<file path="config.mk">
export PLATFORM = sky130hd
export DESIGN_NAME = mips_run_controller
export DESIGN_NICKNAME = d
export VERILOG_FILES = /design/src/rtl/mips_ctrl_pkg.sv /design/src/rtl/cycle_watchdog.sv /design/src/rtl/mips_run_controller.sv
export SDC_FILE = /design/constraint.sdc
export NUM_CORES = 1
export LEC_CHECK = 0
export CAP_MARGIN = 20
export CORE_UTILIZATION = 45
export CTS_BUF_LIST = sky130_fd_sc_hd__clkbuf_4
export DETAILED_ROUTE_END_ITERATION = 10
export GPL_TIMING_DRIVEN = 0
export PLACE_DENSITY = 0.74
export SLEW_MARGIN = 40
export SYNTH_ARGS = -nofsm -noshare
export SYNTH_HDL_FRONTEND = slang
export SYNTH_SLANG_ARGS = --single-unit
export TNS_END_PERCENT = 20
</file>
<file path="constraint.sdc">
create_clock -name clk -period 5.15 [get_ports clk]
set_clock_uncertainty 0.1 [all_clocks]
set_input_delay 1.2875 -clock clk [delete_from_list [all_inputs] [get_ports clk]]
set_output_delay 1.2875 -clock clk [all_outputs]
set_load 0.1 [all_outputs]
</file>
<file path="src/rtl/mips_ctrl_pkg.sv">
`default_nettype none
// ============================================================================
// Module   : mips_ctrl_pkg
// Brief    : Shared types for the MIPS run controller and bench-side peers.
// Revision : 1.0 - initial release
// ============================================================================
package mips_ctrl_pkg;

    typedef enum logic [2:0] {
        ST_IDLE    = 3'd0,
        ST_LOAD    = 3'd1,
        ST_CPU_RST = 3'd2,
        ST_RUN     = 3'd3,
        ST_DRAIN   = 3'd4,
        ST_DONE    = 3'd5
    } run_state_t;

    localparam logic [31:0] C_HALT_WORD_DEFAULT = 32'hFFFF_FFFF;

    typedef enum logic [1:0] {
        STAT_IDLE    = 2'd0,
        STAT_BUSY    = 2'd1,
        STAT_PASS    = 2'd2,
        STAT_TIMEOUT = 2'd3
    } run_status_t;

    function automatic run_status_t run_status(input logic busy, input logic done,
                                               input logic timeout);
        run_status_t s;
        s = STAT_IDLE;
        if (busy)
            s = STAT_BUSY;
        else if (done)
            s = timeout ? STAT_TIMEOUT : STAT_PASS;
        return s;
    endfunction

endpackage
`default_nettype wire

</file>
<file path="src/rtl/cycle_watchdog.sv">
`default_nettype none
// ============================================================================
// Module   : cycle_watchdog
// Brief    : Saturating cycle counter with clear, enable and limit compare.
// Revision : 1.0 - initial release
// ============================================================================
module cycle_watchdog #(
    parameter int WIDTH = 32,
    parameter int LIMIT = 2500
) (
    input  logic             clk,
    input  logic             rst,
    input  logic             i_clear,
    input  logic             i_enable,
    output logic [WIDTH-1:0] o_count,
    output logic             o_limit_hit
);

    localparam logic [WIDTH-1:0] C_LIMIT = WIDTH'(LIMIT);
    localparam logic [WIDTH-1:0] C_MAX   = '1;

    logic [WIDTH-1:0] r_count;
    logic [WIDTH-1:0] w_next;

    assign w_next = (r_count == C_MAX) ? r_count : r_count + 1'b1;
    // Flags the cycle whose increment makes the count reach the limit.
    assign o_limit_hit = i_enable && (w_next >= C_LIMIT);
    assign o_count     = r_count;

    always_ff @(posedge clk) begin
        if (rst || i_clear)
            r_count <= '0;
        else if (i_enable)
            r_count <= w_next;
    end

endmodule
`default_nettype wire

</file>
<file path="src/rtl/mips_run_controller.sv">
`default_nettype none
// ============================================================================
// Module   : mips_run_controller
// Brief    : Loads a program into IMEM, resets and runs the MIPS core until
//            HALT fetch (plus drain) or watchdog timeout.
// Revision : 1.0 - initial release
// ============================================================================
module mips_run_controller
    import mips_ctrl_pkg::*;
#(
    parameter int          IMEM_BYTES   = 2048,
    parameter int          ADDR_W       = 11,
    parameter logic [31:0] HALT_WORD    = C_HALT_WORD_DEFAULT,
    parameter int          DRAIN_CYCLES = 4,
    parameter int          RST_CYCLES   = 2,
    parameter int          MAX_CYCLES   = 2500
) (
    input  logic              clk,
    input  logic              rst,
    input  logic              i_start_load,
    input  logic              i_run_start,
    input  logic              i_abort,
    input  logic              i_load_valid,
    output logic              o_load_ready,
    input  logic [7:0]        i_load_byte,
    input  logic              i_load_last,
    output logic              o_imem_we,
    output logic [ADDR_W-1:0] o_imem_addr,
    output logic [7:0]        o_imem_wdata,
    output logic              o_cpu_rst_n,
    output logic              o_cpu_enable,
    input  logic [31:0]       i_if_instruction,
    output logic              o_busy,
    output logic              o_done,
    output logic              o_timeout,
    output logic [31:0]       o_cycle_count
);

    localparam logic [ADDR_W-1:0] C_LAST_ADDR  = ADDR_W'(IMEM_BYTES - 1);
    localparam logic [7:0]        C_RST_LAST   = 8'(RST_CYCLES - 1);
    localparam logic [7:0]        C_DRAIN_LAST = 8'(DRAIN_CYCLES - 1);

    run_state_t        r_state;
    logic [ADDR_W-1:0] r_addr;
    logic [7:0]        r_phase;
    logic              r_load_ready;
    logic              r_cpu_rst_n;
    logic              r_cpu_enable;
    logic              r_busy;
    logic              r_done;
    logic              r_timeout;

    logic w_cmd_window;
    logic w_load_hs;
    logic w_load_final;
    logic w_wd_clear;
    logic w_wd_enable;
    logic w_limit_hit;
    logic w_halt;

    assign w_cmd_window = (r_state == ST_IDLE) || (r_state == ST_DONE);
    assign w_load_hs    = (r_state == ST_LOAD) && r_load_ready && i_load_valid
                          && !i_abort && !rst;
    assign w_load_final = i_load_last || (r_addr == C_LAST_ADDR);
    assign w_halt       = (i_if_instruction == HALT_WORD);
    assign w_wd_clear   = !i_abort && ((r_state == ST_CPU_RST) ||
                          (w_cmd_window && i_run_start && !i_start_load));
    assign w_wd_enable  = !i_abort && ((r_state == ST_RUN) || (r_state == ST_DRAIN));

    cycle_watchdog #(
        .WIDTH (32),
        .LIMIT (MAX_CYCLES)
    ) u_watchdog (
        .clk         (clk),
        .rst         (rst),
        .i_clear     (w_wd_clear),
        .i_enable    (w_wd_enable),
        .o_count     (o_cycle_count),
        .o_limit_hit (w_limit_hit)
    );

    always_ff @(posedge clk) begin
        if (rst) begin
            r_state      <= ST_IDLE;
            r_addr       <= '0;
            r_phase      <= '0;
            r_load_ready <= 1'b0;
            r_cpu_rst_n  <= 1'b0;
            r_cpu_enable <= 1'b0;
            r_busy       <= 1'b0;
            r_done       <= 1'b0;
            r_timeout    <= 1'b0;
        end else if (i_abort) begin
            r_state      <= ST_IDLE;
            r_load_ready <= 1'b0;
            r_cpu_rst_n  <= 1'b0;
            r_cpu_enable <= 1'b0;
            r_busy       <= 1'b0;
            r_done       <= 1'b0;
        end else begin
            case (r_state)
                ST_IDLE, ST_DONE: begin
                    if (i_start_load) begin
                        r_state      <= ST_LOAD;
                        r_addr       <= '0;
                        r_load_ready <= 1'b1;
                        r_cpu_rst_n  <= 1'b0;
                        r_busy       <= 1'b1;
                        r_done       <= 1'b0;
                        r_timeout    <= 1'b0;
                    end else if (i_run_start) begin
                        r_state     <= ST_CPU_RST;
                        r_phase     <= '0;
                        r_cpu_rst_n <= 1'b0;
                        r_busy      <= 1'b1;
                        r_done      <= 1'b0;
                        r_timeout   <= 1'b0;
                    end
                end
                ST_LOAD: begin
                    if (w_load_hs) begin
                        // Address saturates at the top of memory; no wrap to 0.
                        if (r_addr != C_LAST_ADDR)
                            r_addr <= r_addr + 1'b1;
                        if (w_load_final) begin
                            r_state      <= ST_CPU_RST;
                            r_phase      <= '0;
                            r_load_ready <= 1'b0;
                        end
                    end
                end
                ST_CPU_RST: begin
                    if (r_phase == C_RST_LAST) begin
                        r_state      <= ST_RUN;
                        r_cpu_rst_n  <= 1'b1;
                        r_cpu_enable <= 1'b1;
                    end else begin
                        r_phase <= r_phase + 1'b1;
                    end
                end
                ST_RUN, ST_DRAIN: begin
                    if (w_limit_hit) begin
                        r_state      <= ST_DONE;
                        r_cpu_enable <= 1'b0;
                        r_busy       <= 1'b0;
                        r_done       <= 1'b1;
                        r_timeout    <= 1'b1;
                    end else if (r_state == ST_RUN) begin
                        if (w_halt) begin
                            r_state <= ST_DRAIN;
                            r_phase <= '0;
                        end
                    end else if (r_phase == C_DRAIN_LAST) begin
                        r_state      <= ST_DONE;
                        r_cpu_enable <= 1'b0;
                        r_busy       <= 1'b0;
                        r_done       <= 1'b1;
                    end else begin
                        r_phase <= r_phase + 1'b1;
                    end
                end
                default: begin
                    r_state      <= ST_IDLE;
                    r_load_ready <= 1'b0;
                    r_cpu_rst_n  <= 1'b0;
                    r_cpu_enable <= 1'b0;
                    r_busy       <= 1'b0;
                    r_done       <= 1'b0;
                end
            endcase
        end
    end

    assign o_load_ready = r_load_ready;
    assign o_imem_we    = w_load_hs;
    assign o_imem_addr  = r_addr;
    assign o_imem_wdata = i_load_byte;
    assign o_cpu_rst_n  = r_cpu_rst_n;
    assign o_cpu_enable = r_cpu_enable;
    assign o_busy       = r_busy;
    assign o_done       = r_done;
    assign o_timeout    = r_timeout;

endmodule
`default_nettype wire

</file>
Word level (Yosys, flattened, before mapping):

Cells that the tools add are included.

* flip-flop bits (word level): 60
* input bits: 47
* output and inout bits: 58

* muxes and demuxes: 46
* bitwise gates (word level): 5
* add/subtract/negate cells: 3
* equal/unequal tests: 28
* reductions and logical operators: 36
* magnitude comparators: 1

Operators with widths (number)
* two-way mux 8 bit: 9
* equality test 32 bit, second input constant: 2
* two-way mux 11 bit: 3
* adder 32 x 1 -> 32 bit, second input constant: 1
* greater-or-equal comparator 32 x 12 -> 1 bit, second input constant: 1
* two-way mux 32 bit: 1
* case mux 8 bit (4 select lines): 1
* two-way mux 3 bit: 9
* case mux 11 bit (2 select lines): 1
* AND reduction 4 bit: 4
* two-way mux 1 bit: 15
* case mux 1 bit (3 select lines): 5
* inequality test 2 bit, second input constant: 7
* case mux 3 bit (4 select lines): 1
* adder 11 x 1 -> 11 bit, second input constant: 1
* equality test 11 bit, second input constant: 1
* inequality test 11 bit, second input constant: 1
* AND reduction 10 bit: 1
* logical AND 1 bit: 9
* inequality test 3 bit, second input constant: 3
* OR reduction 3 bit: 3
* adder 8 x 1 -> 8 bit, second input constant: 1
* equality test 8 x 1 -> 1 bit, second input constant: 1
* equality test 8 x 2 -> 1 bit, second input constant: 1
* 17 further kinds: 37

Depth between registers and ports, before layout:

* depth in word-level cells: 7
* mapped depth: 13
* gate-level depth less buffers: 10

Cells and area by module:

From an unflattened synthesis, not the netlist that was laid out.

* cell total of the unflattened synthesis: 517
* area, all modules: 3983.8 um2

By module, submodules not included
* cycle_watchdog: area an instance 2159.6 um2, times used 1, cells an instance 283
* mips_run_controller: area an instance 1824.2 um2, times used 1, cells an instance 234

Worst setup path after synthesis:

Ideal clock, no wire load.

* path type: input port to output port
* from: in i_abort
* to: out o_imem_we
* arrival: 3768 ps
* stages: 3
* buffers on the path: 0
* required time: 3763 ps
* path slack: -5 ps
* cells stage by stage: nor2_1 nand3_1 nor3_1

* cells in the longest elaborated chain, start to end: 3

Ends and longest elaborated chain
* start: declaration: RTL line mips_run_controller.sv:22 `input logic i_abort,`
* zero test 1 bit: RTL line mips_run_controller.sv:63 `&& !i_abort && !rst;`
* logical AND 1 bit (2 in series): RTL line mips_run_controller.sv:63
* end: declaration: RTL line mips_run_controller.sv:27 `output logic o_imem_we,`

Every way passes these cells.

Final worst setup path:

Same ends and word-level chain as after synthesis.

==> flow_summary.toml <==
[run_status]
run_status = "finished with violations"
failed_checks = "design-rule violations"

[power_and_ir_drop]
power-per-cell-area_nw_per_um2 = 180
maximum_vdd_ir_drop_mv = 0.102
report.power.total_w = 0.000908
cellLeakagePower_nw = 1.92

[synthesis]
post-synth-top-area-fraction = 0.290
ys_seq_elements = 60
synthesis.area_um2 = 4140
post_synth_mux_area_share = 0.00968
syn-instance-count = 550
mapped_nets = 601
ys_top_cells_by_count = "nor2_1 (71), dfxtp_1 (60), nand2_1 (44)"
synth_top_area_cells = "dfxtp_1 (29%), nor2_1 (6.4%), xor2_1 (4.7%)"
synthFlopType = "dfxtp_1"
synthesis.area_per_instance_um2 = 7.52
seq_area_frac_synth = 0.290
synth.yosys.warnings = 0
synth_area_leader_cell = "dfxtp_1"
synth-simple-area-share = 0.348
yosysMostFrequentCell = "nor2_1"
asyncSetResetFlopFracSynth = 0
synth_top_family_by_area = "simple AND/OR/NAND/NOR gates"
synth_xor_xnor_area_share = 0.0826
share_of_synthesized_cell_area_in_full_adder_half_adder_and_majority_cells = 0.0121
synth_compound_gate_area_share = 0.201
synth.lib_cells_used.distinct = 67
synth-edff-count = 0

[layout]
area_overhead_of_the_layout_relative_to_synthesis_pct = 22.2
diodes = 0
fin_nets = 707
drive_above_1_share = 0.168
n_fill_cell = 852
finish.instance_area_um2 = 5050
finish.utilization = 0.574

[drt]
antenna_left = 0
viasPerCell = 6.00
remaining_drc_errors = 3
vias = 4615
drt_first_pass_iters = 8
detail_route.iter0.violations = 284
route.final.wire_length_um = 12000
avgRoutedWirePerCell_um = 15.6

[critical_path]
crit_start = "i_abort"
critical_path.endpoint = "o_imem_we"
worst-setup-path-type = "in2out"
crit_fanout = 7
cells_along_the_critical_path = "clkdlybuf4s50_1 > nor2_1 > nand3_1 > nor3_2 > buf_2"
critical-path-slowest-cell = "nor2_1"
cp-end-kind = "primary output"
worstSetupStartpointType = "input pin"
cp_data_required_time_ns = 3.76
r2r-start = "u_watchdog.o_count[0]"
r2r_slack_ns = 0.89
cp.arrival_ns = 3.16
reg2reg_to = "r_phase[5]"
ff2ff_path_depth = 11
worst_path_largest_cell_delay_ns = 0.53

[cts]
cts_root_buffer = "clkbuf_4"
clk_pin_slew_ns = 0.10
htree_levels = 3
cts-buffers-inserted = 9
postCtsResizedCells = 0
post-cts-setup-buffer-count = 0
max-clock-path-buffers = 2
clock_sinks = 60
clock_tree_from_tritoncts = "built"
postCtsHoldBufs = 0
insertion_delay_ns = 0.43

[floorplan]
die_width_um = 97.9
die_h_um = 97.9
floorplan.die_area_um2 = 9580
floorplan.io_pins = 105
core_area_um2 = 8810
std_cell_rows = 34
initial_util = 0.470

[global_route]
global_route.usage.total = 0.251
pin_count_of_the_biggest_net_entering_global_routing = 11
grt_pass1_vias = 4203
total_gr_overflow = 0
number_of_antenna_violations_at_the_first_check_in_global_routing = 0
global_route_wire_length_before_repair_um = 19700

[placement]
place_congestion = 0.891
postPlaceCellArea_um2 = 4940
placed_wire_length_estimate_after_detailed_placement_um = 9000
port_buffers = 95

[timing]
final.period_utilization = 0.883
worst_slew_pin_slew_ns = 0.807
rsz0062_at_grt = "no"
final_max_slew_viol_count = 0
hold_violations = 0
maxSlewHeadroom = 0.457
timing.final.setup_violations = 0
post-route-min-period_ns = 4.55
timing.fmax_mhz = 220
timing.hold.ws_ns = 0.378

[run]
max_cap_viol_count = 0

[worst_hold_path]
worst_hold_path_type = "reg2reg"
critical path, delay by kind of cell:
family / cells / cell delay, ns
buffers and inverters: 2 / 0.96
and+or+nand+nor: 3 / 0.89
cell type report:
type                    count  area [µm²]  area share
clock buffers              10        75.1      0.0149
well taps                 108         135      0.0267
clock inverters             6        31.3     0.00619
plain buffers              42         195      0.0386
repair buffers             95         661       0.131
inverters                  10        37.5     0.00743
flip-flops and latches     60        1200       0.238
multi-input cells         438        2720       0.538
registers in the layout, summed over array words and instances, names as in the netlist:
signal and flops:
r_state 3, o_cpu_rst_n 1, o_timeout 1, o_load_ready 1, o_done 1, o_cpu_enable 1, u_watchdog.o_count 32, o_busy 1
r_phase 8, o_imem_addr 11
how the worst min path moves through the flow:
stage | startpoint | end | slack, ns | depth (start not counted)
2_1_floorplan | r_phase[7] | r_phase[7] | 0.34 | 1
3_3_place_gp | o_done | o_done | 0.35 | 2
3_5_place_dp | o_done | o_done | 0.36 | 2
4_1_cts | o_done | o_done | 0.38 | 2
5_1_grt | o_done | o_done | 0.42 | 2
6_report | o_done | o_done | 0.38 | 2
placed cells by master, fill, tap and decap left out, types with 8 or more instances in the layout:
| cell type | n |
|---|---|
| a21oi_1 | 25 |
| and3_1 | 10 |
| buf_2 | 64 |
| buf_4 | 8 |
| clkbuf_1 | 28 |
| clkbuf_4 | 10 |
| clkdlybuf4s50_1 | 37 |
| dfxtp_1 | 60 |
| inv_1 | 10 |
| nand2_1 | 44 |
| nand3_1 | 32 |
| nand4_1 | 30 |
| nor2_1 | 71 |
| nor3_1 | 20 |
| nor4_1 | 8 |
| o21ai_0 | 26 |
| o31ai_1 | 9 |
| or3_1 | 8 |
| xnor2_1 | 17 |
| xor2_1 | 22 |
metrics by stage:
stage                     setup WS (ns)  cells  TNS, ns
after floorplan                   0.682    550        0
after global placement          -0.0919    753  -0.0919
after detailed placement          0.353    753        0
after CTS                         0.614    769        0
after global routing              0.531    769        0
final                             0.602    769        0
layer usage:
metal  vias up  wire length (µm)  part of all wire  global-route usage
met5         -                 0                 0                   0
met4         0               274             0.023               0.103
met3        34               826             0.069              0.0530
met2       180              5730              0.48               0.415
met1      2168              5190              0.43               0.317
li1       2233                 -                 -                   -
kinds of logic (layout without fill, tap and decap cells):
family / count (synthesis) / count (layout)
AND/OR/NAND/NOR: 269 / 269
flip-flops: 60 / 60
adder cells (fa/ha/maj): 4 / 4
XOR/XNOR: 39 / 39
buffers and inverters: 52 / 163
multiplexers: 4 / 4
AO/OA/AOI/OAI: 122 / 122
report_power, final:
part | switching [W] | internal [W]
logic | 0.0000976 | 0.0000551
clock network | 0.000186 | 0.0000996
registers | 0.00000257 | 0.000467
Power figures use the tool's default switching activity.
